--- src/rtl/msk_aes_pkg.sv ---
// Shared constants and types for the masked AES datapath slice.
package msk_aes_pkg;

  localparam int unsigned BYTE_W    = 8;
  localparam int unsigned COL_BYTES = 4;
  localparam int unsigned CNT_W     = 2;

  // Ping-pong slot index.
  typedef enum logic {
    SLOT0 = 1'b0,
    SLOT1 = 1'b1
  } slot_t;

  function automatic slot_t other_slot(input slot_t s);
    return (s == SLOT0) ? SLOT1 : SLOT0;
  endfunction

endpackage

--- src/rtl/msk_col_slot.sv ---
// One ping-pong column buffer: four masked byte registers, the inverse/bypass
// flags captured with byte 0, and the full flag.
module msk_col_slot
  import msk_aes_pkg::*;
#(
  parameter int d = 2
) (
  input  logic                                  clk,
  input  logic                                  rst_n,
  input  logic                                  clear,
  input  logic [COL_BYTES-1:0]                  byte_we,
  input  logic [BYTE_W*d-1:0]                   wr_byte,
  input  logic                                  flag_we,
  input  logic                                  wr_inverse,
  input  logic                                  wr_bypass,
  input  logic                                  set_full,
  input  logic                                  clr_full,
  output logic [COL_BYTES-1:0][BYTE_W*d-1:0]    col,
  output logic                                  inverse,
  output logic                                  bypass,
  output logic                                  full
);

  // Byte registers: plain copies of the incoming sharing, one enable per row.
  always_ff @(posedge clk or negedge rst_n) begin
    if (!rst_n) begin
      col <= '0;
    end else begin
      for (int unsigned i = 0; i < COL_BYTES; i++) begin
        if (byte_we[i]) col[i] <= wr_byte;
      end
    end
  end

  // Direction and last-round flags, captured with the first byte of the column.
  always_ff @(posedge clk or negedge rst_n) begin
    if (!rst_n) begin
      inverse <= 1'b0;
      bypass  <= 1'b0;
    end else if (flag_we) begin
      inverse <= wr_inverse;
      bypass  <= wr_bypass;
    end
  end

  // Full flag: flush wins, then completion, then consumption.
  always_ff @(posedge clk or negedge rst_n) begin
    if (!rst_n) begin
      full <= 1'b0;
    end else if (clear) begin
      full <= 1'b0;
    end else if (set_full) begin
      full <= 1'b1;
    end else if (clr_full) begin
      full <= 1'b0;
    end
  end

endmodule

--- src/rtl/msk_mc_column_gather.sv ---
// Gathers masked bytes (one per cycle) into 4-byte columns for the combined
// masked MixColumns, double-buffered so filling overlaps consumption.
module msk_mc_column_gather
  import msk_aes_pkg::*;
#(
  parameter int d = 2
) (
  input  logic                  clk,
  input  logic                  rst_n,
  input  logic                  clear,
  input  logic                  in_valid,
  output logic                  in_ready,
  input  logic [BYTE_W*d-1:0]   in_byte,
  input  logic                  in_inverse,
  input  logic                  in_bypass,
  output logic                  out_valid,
  input  logic                  out_ready,
  output logic [BYTE_W*d-1:0]   out0,
  output logic [BYTE_W*d-1:0]   out1,
  output logic [BYTE_W*d-1:0]   out2,
  output logic [BYTE_W*d-1:0]   out3,
  output logic                  out_inverse,
  output logic                  out_bypass
);

  localparam int unsigned W = BYTE_W * d;

  logic [CNT_W-1:0]                      cnt;
  slot_t                                 wr_slot;
  slot_t                                 rd_slot;

  logic [1:0]                            full;
  logic [1:0]                            slot_inv;
  logic [1:0]                            slot_byp;
  logic [1:0][COL_BYTES-1:0][W-1:0]      slot_col;

  logic [1:0][COL_BYTES-1:0]             byte_we;
  logic [1:0]                            flag_we;
  logic [1:0]                            set_full;
  logic [1:0]                            clr_full;

  logic                                  in_acc;
  logic                                  out_acc;
  logic                                  last_byte;

  assign in_ready  = !full[wr_slot];
  assign out_valid = full[rd_slot];
  assign in_acc    = in_valid && in_ready && !clear;
  assign out_acc   = out_valid && out_ready && !clear;
  assign last_byte = (cnt == CNT_W'(COL_BYTES - 1));

  // Per-slot write/flag/full controls, steered by the fill and drain pointers.
  always_comb begin
    byte_we  = '0;
    flag_we  = '0;
    set_full = '0;
    clr_full = '0;
    for (int unsigned k = 0; k < 2; k++) begin
      if (in_acc && (wr_slot == slot_t'(k))) begin
        byte_we[k]  = COL_BYTES'(1) << cnt;
        flag_we[k]  = (cnt == '0);
        set_full[k] = last_byte;
      end
      if (out_acc && (rd_slot == slot_t'(k))) begin
        clr_full[k] = 1'b1;
      end
    end
  end

  msk_col_slot #(.d(d)) u_slot0 (
    .clk        (clk),
    .rst_n      (rst_n),
    .clear      (clear),
    .byte_we    (byte_we[0]),
    .wr_byte    (in_byte),
    .flag_we    (flag_we[0]),
    .wr_inverse (in_inverse),
    .wr_bypass  (in_bypass),
    .set_full   (set_full[0]),
    .clr_full   (clr_full[0]),
    .col        (slot_col[0]),
    .inverse    (slot_inv[0]),
    .bypass     (slot_byp[0]),
    .full       (full[0])
  );

  msk_col_slot #(.d(d)) u_slot1 (
    .clk        (clk),
    .rst_n      (rst_n),
    .clear      (clear),
    .byte_we    (byte_we[1]),
    .wr_byte    (in_byte),
    .flag_we    (flag_we[1]),
    .wr_inverse (in_inverse),
    .wr_bypass  (in_bypass),
    .set_full   (set_full[1]),
    .clr_full   (clr_full[1]),
    .col        (slot_col[1]),
    .inverse    (slot_inv[1]),
    .bypass     (slot_byp[1]),
    .full       (full[1])
  );

  // Fill counter and ping-pong pointers; flush returns them to slot 0.
  always_ff @(posedge clk or negedge rst_n) begin
    if (!rst_n) begin
      cnt     <= '0;
      wr_slot <= SLOT0;
      rd_slot <= SLOT0;
    end else if (clear) begin
      cnt     <= '0;
      wr_slot <= SLOT0;
      rd_slot <= SLOT0;
    end else begin
      if (in_acc) begin
        cnt <= cnt + 1'b1;
        if (last_byte) wr_slot <= other_slot(wr_slot);
      end
      if (out_acc) rd_slot <= other_slot(rd_slot);
    end
  end

  // Output mux: the only logic between share registers and the outputs.
  always_comb begin
    out0        = slot_col[rd_slot][0];
    out1        = slot_col[rd_slot][1];
    out2        = slot_col[rd_slot][2];
    out3        = slot_col[rd_slot][3];
    out_inverse = slot_inv[rd_slot];
    out_bypass  = slot_byp[rd_slot];
  end

endmodule

--- config.mk ---
export PLATFORM = sky130hd
export DESIGN_NAME = msk_mc_column_gather
export DESIGN_NICKNAME = d
export VERILOG_FILES = /design/src/rtl/msk_aes_pkg.sv /design/src/rtl/msk_col_slot.sv /design/src/rtl/msk_mc_column_gather.sv
export SDC_FILE = /design/constraint.sdc
export NUM_CORES = 1
export LEC_CHECK = 0
export CORE_ASPECT_RATIO = 1.75
export CORE_MARGIN = 4
export CORE_UTILIZATION = 50
export DETAILED_ROUTE_END_ITERATION = 6
export PLACE_DENSITY = 0.84
export SYNTH_ARGS = -nofsm -noshare
export SYNTH_HDL_FRONTEND = slang
export SYNTH_SLANG_ARGS = --single-unit
--- constraint.sdc ---
create_clock -name clk -period 4.3 [get_ports clk]
set_clock_uncertainty 0.05 [all_clocks]
set_input_delay 0.86 -clock clk [delete_from_list [all_inputs] [get_ports clk]]
set_output_delay 0.86 -clock clk [all_outputs]
set_load 0.02 [all_outputs]
==> flow_metrics.py, run 1 <==
metrics = {
    "finish": {
        "seq_area_um2": 3450,
        "fin_area_um2": 7840,
        "drive_gt1_share_pct": 50.5,
        "num-nets-final": 515,
        "area_growth_pct": 27.1,
        "multi_input_area_um2": 2550,
        "nFillCells": 877,
        "antennaDiodeCount": 0,
    },
    "worst_setup_path": {
        "r2r_end": "u_slot1.col[62]",
        "critical_path.top_delay_family": "flip-flops",
        "crit_required_ps": 3390,
        "arrival_ps": 2640,
        "crit_cells": 3,
        "critPathBufInv": 2,
        "critical_path.max_fanout": 38,
        "crit_start": "rd_slot",
        "critPathCapture": "out0[7]",
        "cp_slowest_stage_delay_ps": 930,
        "crit_type": "register to output pin",
        "rrSetupSlack_ps": 1840,
        "crit_path_start_kind": "register",
        "cpMaxStageDelayCell": "dfrtp_2",
        "path_cells": "buf_12 -> mux2_2 -> clkdlybuf4s50_1",
        "rr_worst_depth": 3,
        "cp-end-kind": "output pin",
        "timing.rr.start": "wr_slot",
    },
    "flow_run": {
        "cap_violations": 0,
    },
    "clock_tree": {
        "cts_root_buffer": "clkbuf_16",
        "htreeDepth": 4,
        "clock-sinks": 138,
        "clk_pin_slew_ps": 60,
        "clk_path_buf_depth": 2,
        "cts_resized": 0,
        "cts_setup_buffers": 0,
        "cts_tree": "built",
        "cts_buffers": 17,
        "cts-hold-fix-buffers": 0,
        "clk_latency_ps": 410,
    },
    "yosys": {
        "avgSynthCellArea_um2": 15.7,
        "synth_seq_cells": 138,
        "synth_area_um2": 6170,
        "synthesis.instances": 393,
        "synth_area_leaders": "dfrtp_1, mux2_2, buf_6",
        "synth_top_area_share_pct": 56.0,
        "synth_seq_area_share_pct": 56.0,
        "post-synth-top-area-cell": "dfrtp_1",
        "syn-num-nets": 420,
        "yosysUniqueCellTypes": 26,
        "ys_warn_count": 0,
    },
    "timing": {
        "min_period_ps": 3550,
        "maxSlewViolCount": 0,
        "min_period_over_period_pct": 82.5,
        "setup_viol": 0,
        "hold_violations": 0,
        "worst_slack_ps": 752,
        "tns_ps": 0,
        "rsz0062_at_grt": "no",
        "fmax_ghz": 0.282,
        "slew_headroom_pct": 30.3,
        "tightest_slew_ps": 1040,
    },
    "floorplan": {
        "die-area_um2": 14300,
        "die_w_um": 92.0,
        "fp.dieH_um": 155,
        "core_um2": 12100,
        "ios": 91,
        "rows": 53,
        "start_util_pct": 51.1,
    },
    "placed_design": {
        "dp_slack_ps": 1150,
        "port_buffers": 90,
        "place_congestion": 0.737,
        "dpl-instance-area_um2": 7190,
        "place_hpwl_um": 8900,
    },
    "power_and_ir_drop": {
        "p_switching_uw": 1150,
        "p_seq_share_pct": 37.6,
        "p_int_uw": 3130,
        "power_density_nw_per_um2": 546,
        "switching_share_pct": 27.0,
        "vdd_drop_max_uv": 380,
        "power_frac_clock_pct": 37.4,
        "combPwrFrac_pct": 25.1,
        "p_leak_uw": 0.00351,
    },
    "hold_path": {
        "min_path_cells": 1,
        "hold_class": "register to register",
    },
    "global_route": {
        "grt_pass1_vias": 4195,
        "antenna_found_initial": 0,
        "grt_max_degree": 114,
        "grt_overflow_total": 0,
        "grt_usage_pct": 20.8,
        "grt_pass1_wl_um": 22600,
    },
    "routing": {
        "drt_first_pass_iters": 4,
        "vias": 3625,
        "wl_per_cell_um": 20.8,
        "vias_per_cell": 5.44,
        "ant_nets": 0,
        "remaining_drc_errors": 0,
        "drt-total-wl_um": 13900,
        "first_iter_violations": 217,
    },
    "status": {
        "outcome": "completed",
    },
}
flip-flops by register name, summed over array words and instances (netlist names):
| signal | count |
|---|---|
| u_slot0.inverse | 1 |
| u_slot0.col | 64 |
| rd_slot | 1 |
| u_slot1.full | 1 |
| wr_slot | 1 |
| cnt | 2 |
| u_slot0.full | 1 |
| u_slot0.bypass | 1 |
| u_slot1.col | 64 |
| u_slot1.inverse | 1 |
| u_slot1.bypass | 1 |
Yosys cell counts:
master      n
nor2_2      2
and2_2      1
dfrtp_1   138
buf_4       2
buf_6       9
nor4_4      1
a311oi_1    1
or3_2       1
o31ai_1     1
nor2_4      1
nor3_4      4
ha_1        4
clkbuf_1    8
nand3b_4    1
nand2b_1    2
buf_2       1
nand2_2     1
o21ai_0     2
a31o_2      2
mux2_2    199
nand2_1     2
nand3b_1    2
inv_1       3
mux2i_1     1
nand4_1     2
a21oi_1     2
metrics by stage:
step                      hold WS, ps  power [µW]  std cells  util, %
after global routing              471        4460        666     65.0
after global placement            433        2670        634     59.5
after floorplan                   425        2190        393        -
after detailed placement          441        2700        634     59.5
after CTS                         454        4330        666     65.0
final                             453        4280        666     65.0
power groups by stage:
| stage | Sequential, µW | Clock, µW | Combinational, µW |
|---|---|---|---|
| after detailed placement | 1620 | 0 | 1080 |
| final | 1610 | 1600 | 1070 |
| after global placement | 1610 | 0 | 1060 |
| after floorplan | 1580 | 0 | 609 |
| after CTS | 1610 | 1630 | 1090 |
| after global routing | 1630 | 1690 | 1140 |
area by class of cell:
type | instances | area share [%]
multi-input combinational | 232 | 32.6
clock inverter | 14 | 2.79
clock buffer | 18 | 5.60
timing repair buffer | 96 | 12.2
tap | 165 | 2.63
inverter | 3 | 0.144
sequential | 138 | 44.0
per-layer routing:
metal / share of wire [%] / vias to the layer above / routed length (µm) / GRT usage (%)
met3: 3.4 / 16 / 475 / 6.05
li1: - / 1603 / - / -
met2: 57 / 84 / 7880 / 37.8
met4: 2.0 / 0 / 275 / 7.16
met5: 0 / - / 0 / 0
met1: 38 / 1922 / 5220 / 23.0
cells by family after synthesis:
kind of cell	count (synthesis)	share of synthesized area (%)
DFF	138	56.0
and+or+nand+nor	20	3.22
buffers and inverters	23	2.64
AOI/OAI and AO/OA	8	0.872
muxes	200	36.5
adders and majority gates	4	0.811
placed cells by master (no fill, tap or decap), drive strengths merged, types with 3 or more instances in the layout:
cell,netlist,routed
clkbuf,8,18
nor2,3,3
clkdlybuf4s50,0,89
inv,3,5
bufinv,0,5
nand2,3,3
nand3b,3,3
nor3,4,4
mux2,199,199
buf,12,7
dfrtp,138,138
clkinv,0,5
ha,4,4
worst min path at each step:
stage | endpoint | startpoint
after floorplan | u_slot1.col[10] | u_slot1.col[10]
after global placement | u_slot1.col[23] | u_slot1.col[23]
after detailed placement | u_slot1.col[45] | u_slot1.col[45]
after CTS | u_slot1.col[45] | u_slot1.col[45]
after global routing | u_slot1.col[17] | u_slot1.col[17]
final | u_slot1.col[42] | u_slot1.col[42]
Power figures use the tool's default switching activity.
==> run 2: changes to the inputs <==
clock period = 3.4 ns   (was 4.3 ns; I/O delays follow)
==> flow_metrics.py, run 2 (synthesis gave the netlist of run 1 again) <==
metrics = {
    "status": {
        "outcome": "completed",
    },
    "timing": {
        "min_period_ps": 3240,
        "tightest_slew_ps": 739,
        "slew_headroom_pct": 50.8,
        "setup_viol": 0,
        "hold_violations": 0,
        "fmax_ghz": 0.309,
        "min_period_over_period_pct": 95.3,
        "worst_slack_ps": 160,
        "maxSlewViolCount": 0,
        "tns_ps": 0,
        "rsz0062_at_grt": "no",
    },
    "floorplan": {
        "fp.dieH_um": 155,
        "rows": 53,
        "die_w_um": 92.0,
        "start_util_pct": 51.1,
        "die-area_um2": 14300,
        "core_um2": 12100,
        "ios": 91,
    },
    "finish": {
        "layout_commonest_cell": "mux2_2",
        "antennaDiodeCount": 0,
        "multi_input_area_um2": 2550,
        "instances_no_fill": 674,
        "nFillCells": 900,
        "num-nets-final": 524,
        "area_growth_pct": 28.7,
        "drive_gt1_share_pct": 51.3,
        "final_cell_mix": "mux2_2, dfrtp_1, clkdlybuf4s50_1",
        "seq_area_um2": 3450,
        "top_regs": "u_slot0.col x64, u_slot1.col x64, cnt x2",
    },
    "routing": {
        "wl_met1_um": 5420,
        "wl_met2_um": 7570,
        "wl_per_cell_um": 20.6,
        "remaining_drc_errors": 0,
        "wl_met3_um": 466,
        "drt_first_pass_iters": 4,
        "first_iter_violations": 114,
        "vias": 3667,
        "drt-total-wl_um": 13900,
        "vias_per_cell": 5.44,
        "ant_nets": 0,
        "top_layer": "met4",
    },
    "worst_setup_path": {
        "crit_type": "register to output pin",
        "timing.rr.start": "wr_slot",
        "cp-end-kind": "output pin",
        "rr_worst_depth": 3,
        "crit_path_start_kind": "register",
        "critical_path.max_fanout": 31,
        "r2r_end": "u_slot1.col[5]",
        "crit_required_ps": 2670,
        "arrival_ps": 2510,
        "rrSetupSlack_ps": 1200,
    },
    "placed_design": {
        "dp_slack_ps": 573,
        "dp_cells": 643,
        "port_buffers": 90,
        "place_hpwl_um": 9430,
        "place_congestion": 0.747,
    },
    "clock_tree": {
        "cts-hold-fix-buffers": 0,
        "clock-sinks": 138,
        "clk_pin_slew_ps": 60,
        "cts_setup_buffers": 0,
        "cts_root_buffer": "clkbuf_16",
        "htreeDepth": 4,
        "clk_path_buf_depth": 2,
        "cts_buffers": 17,
        "clk_latency_ps": 400,
        "cts_resized": 0,
        "cts_tree": "built",
    },
    "power_and_ir_drop": {
        "power_density_nw_per_um2": 687,
        "p_leak_uw": 0.00357,
        "fin_total_pwr_uw": 5450,
        "vdd_drop_max_uv": 449,
    },
    "global_route": {
        "grt_max_degree": 81,
        "grt_pass1_vias": 4088,
        "grt_usage_pct": 20.4,
        "grt_pass1_wl_um": 22200,
        "grt_overflow_total": 0,
        "antenna_found_initial": 0,
    },
    "hold_path": {
        "hold_class": "input port to async pin",
    },
    "flow_run": {
        "cap_violations": 0,
    },
}
[run 2: cell count changes in the layout (fill, tap and decap cells not counted)]
cell / change
buf_4: +7
clkinv_4: -2
inv_6: -2
clkinv_2: +2
bufinv_16: +1
buf_12: +2
[run 2: routing by layer]
layer  up-vias  GRT usage, %
met4         0          8.93
met1      1939          23.4
li1       1625             -
met2        79          36.0
met3        24          4.79
met5         -             0
[run 2: cell type report]
type | instances | area share (%)
clock inverter | 13 | 2.82
inverter | 3 | 0.142
sequential | 138 | 43.5
multi-input combinational | 232 | 32.2
tap | 165 | 2.60
clock buffer | 18 | 5.53
timing repair buffer | 105 | 13.3
[run 2: how the worst max path moves through the flow]
| stage | from | to | slack, ps | cells after the start |
|---|---|---|---|---|
| 3_3_place_gp | rd_slot | out0[0] | 580 | 3 |
| 6_report | rd_slot | out0[0] | 160 | 3 |
| 3_5_place_dp | rd_slot | out0[0] | 570 | 3 |
| 4_1_cts | rd_slot | out0[0] | 150 | 3 |
| 2_1_floorplan | clear | u_slot0.col[10] | 1350 | 5 |
| 5_1_grt | rd_slot | out2[9] | 60 | 3 |
[run 2: where the power goes]
group / switching [µW] / internal (µW) / leakage, µW
Clock: 680 / 1390 / 0.000322
Sequential: 132 / 1890 / 0.00182
Combinational: 619 / 745 / 0.00143
[run 2: critical path: stages, from the launching register on]
cell and delay, ps:
dfrtp_2 840, buf_4 330, mux2_2 370, clkdlybuf4s50_1 550
[run 2: stage by stage]
stage / utilization [%] / hold WS [ps] / area [µm²]
final: 65.8 / 258 / 7940
after global routing: 65.8 / 305 / 7940
after CTS: 65.8 / 284 / 7940
after detailed placement: 60.3 / 442 / 7280
after global placement: 60.3 / 434 / 7280
after floorplan: - / 334 / 6170
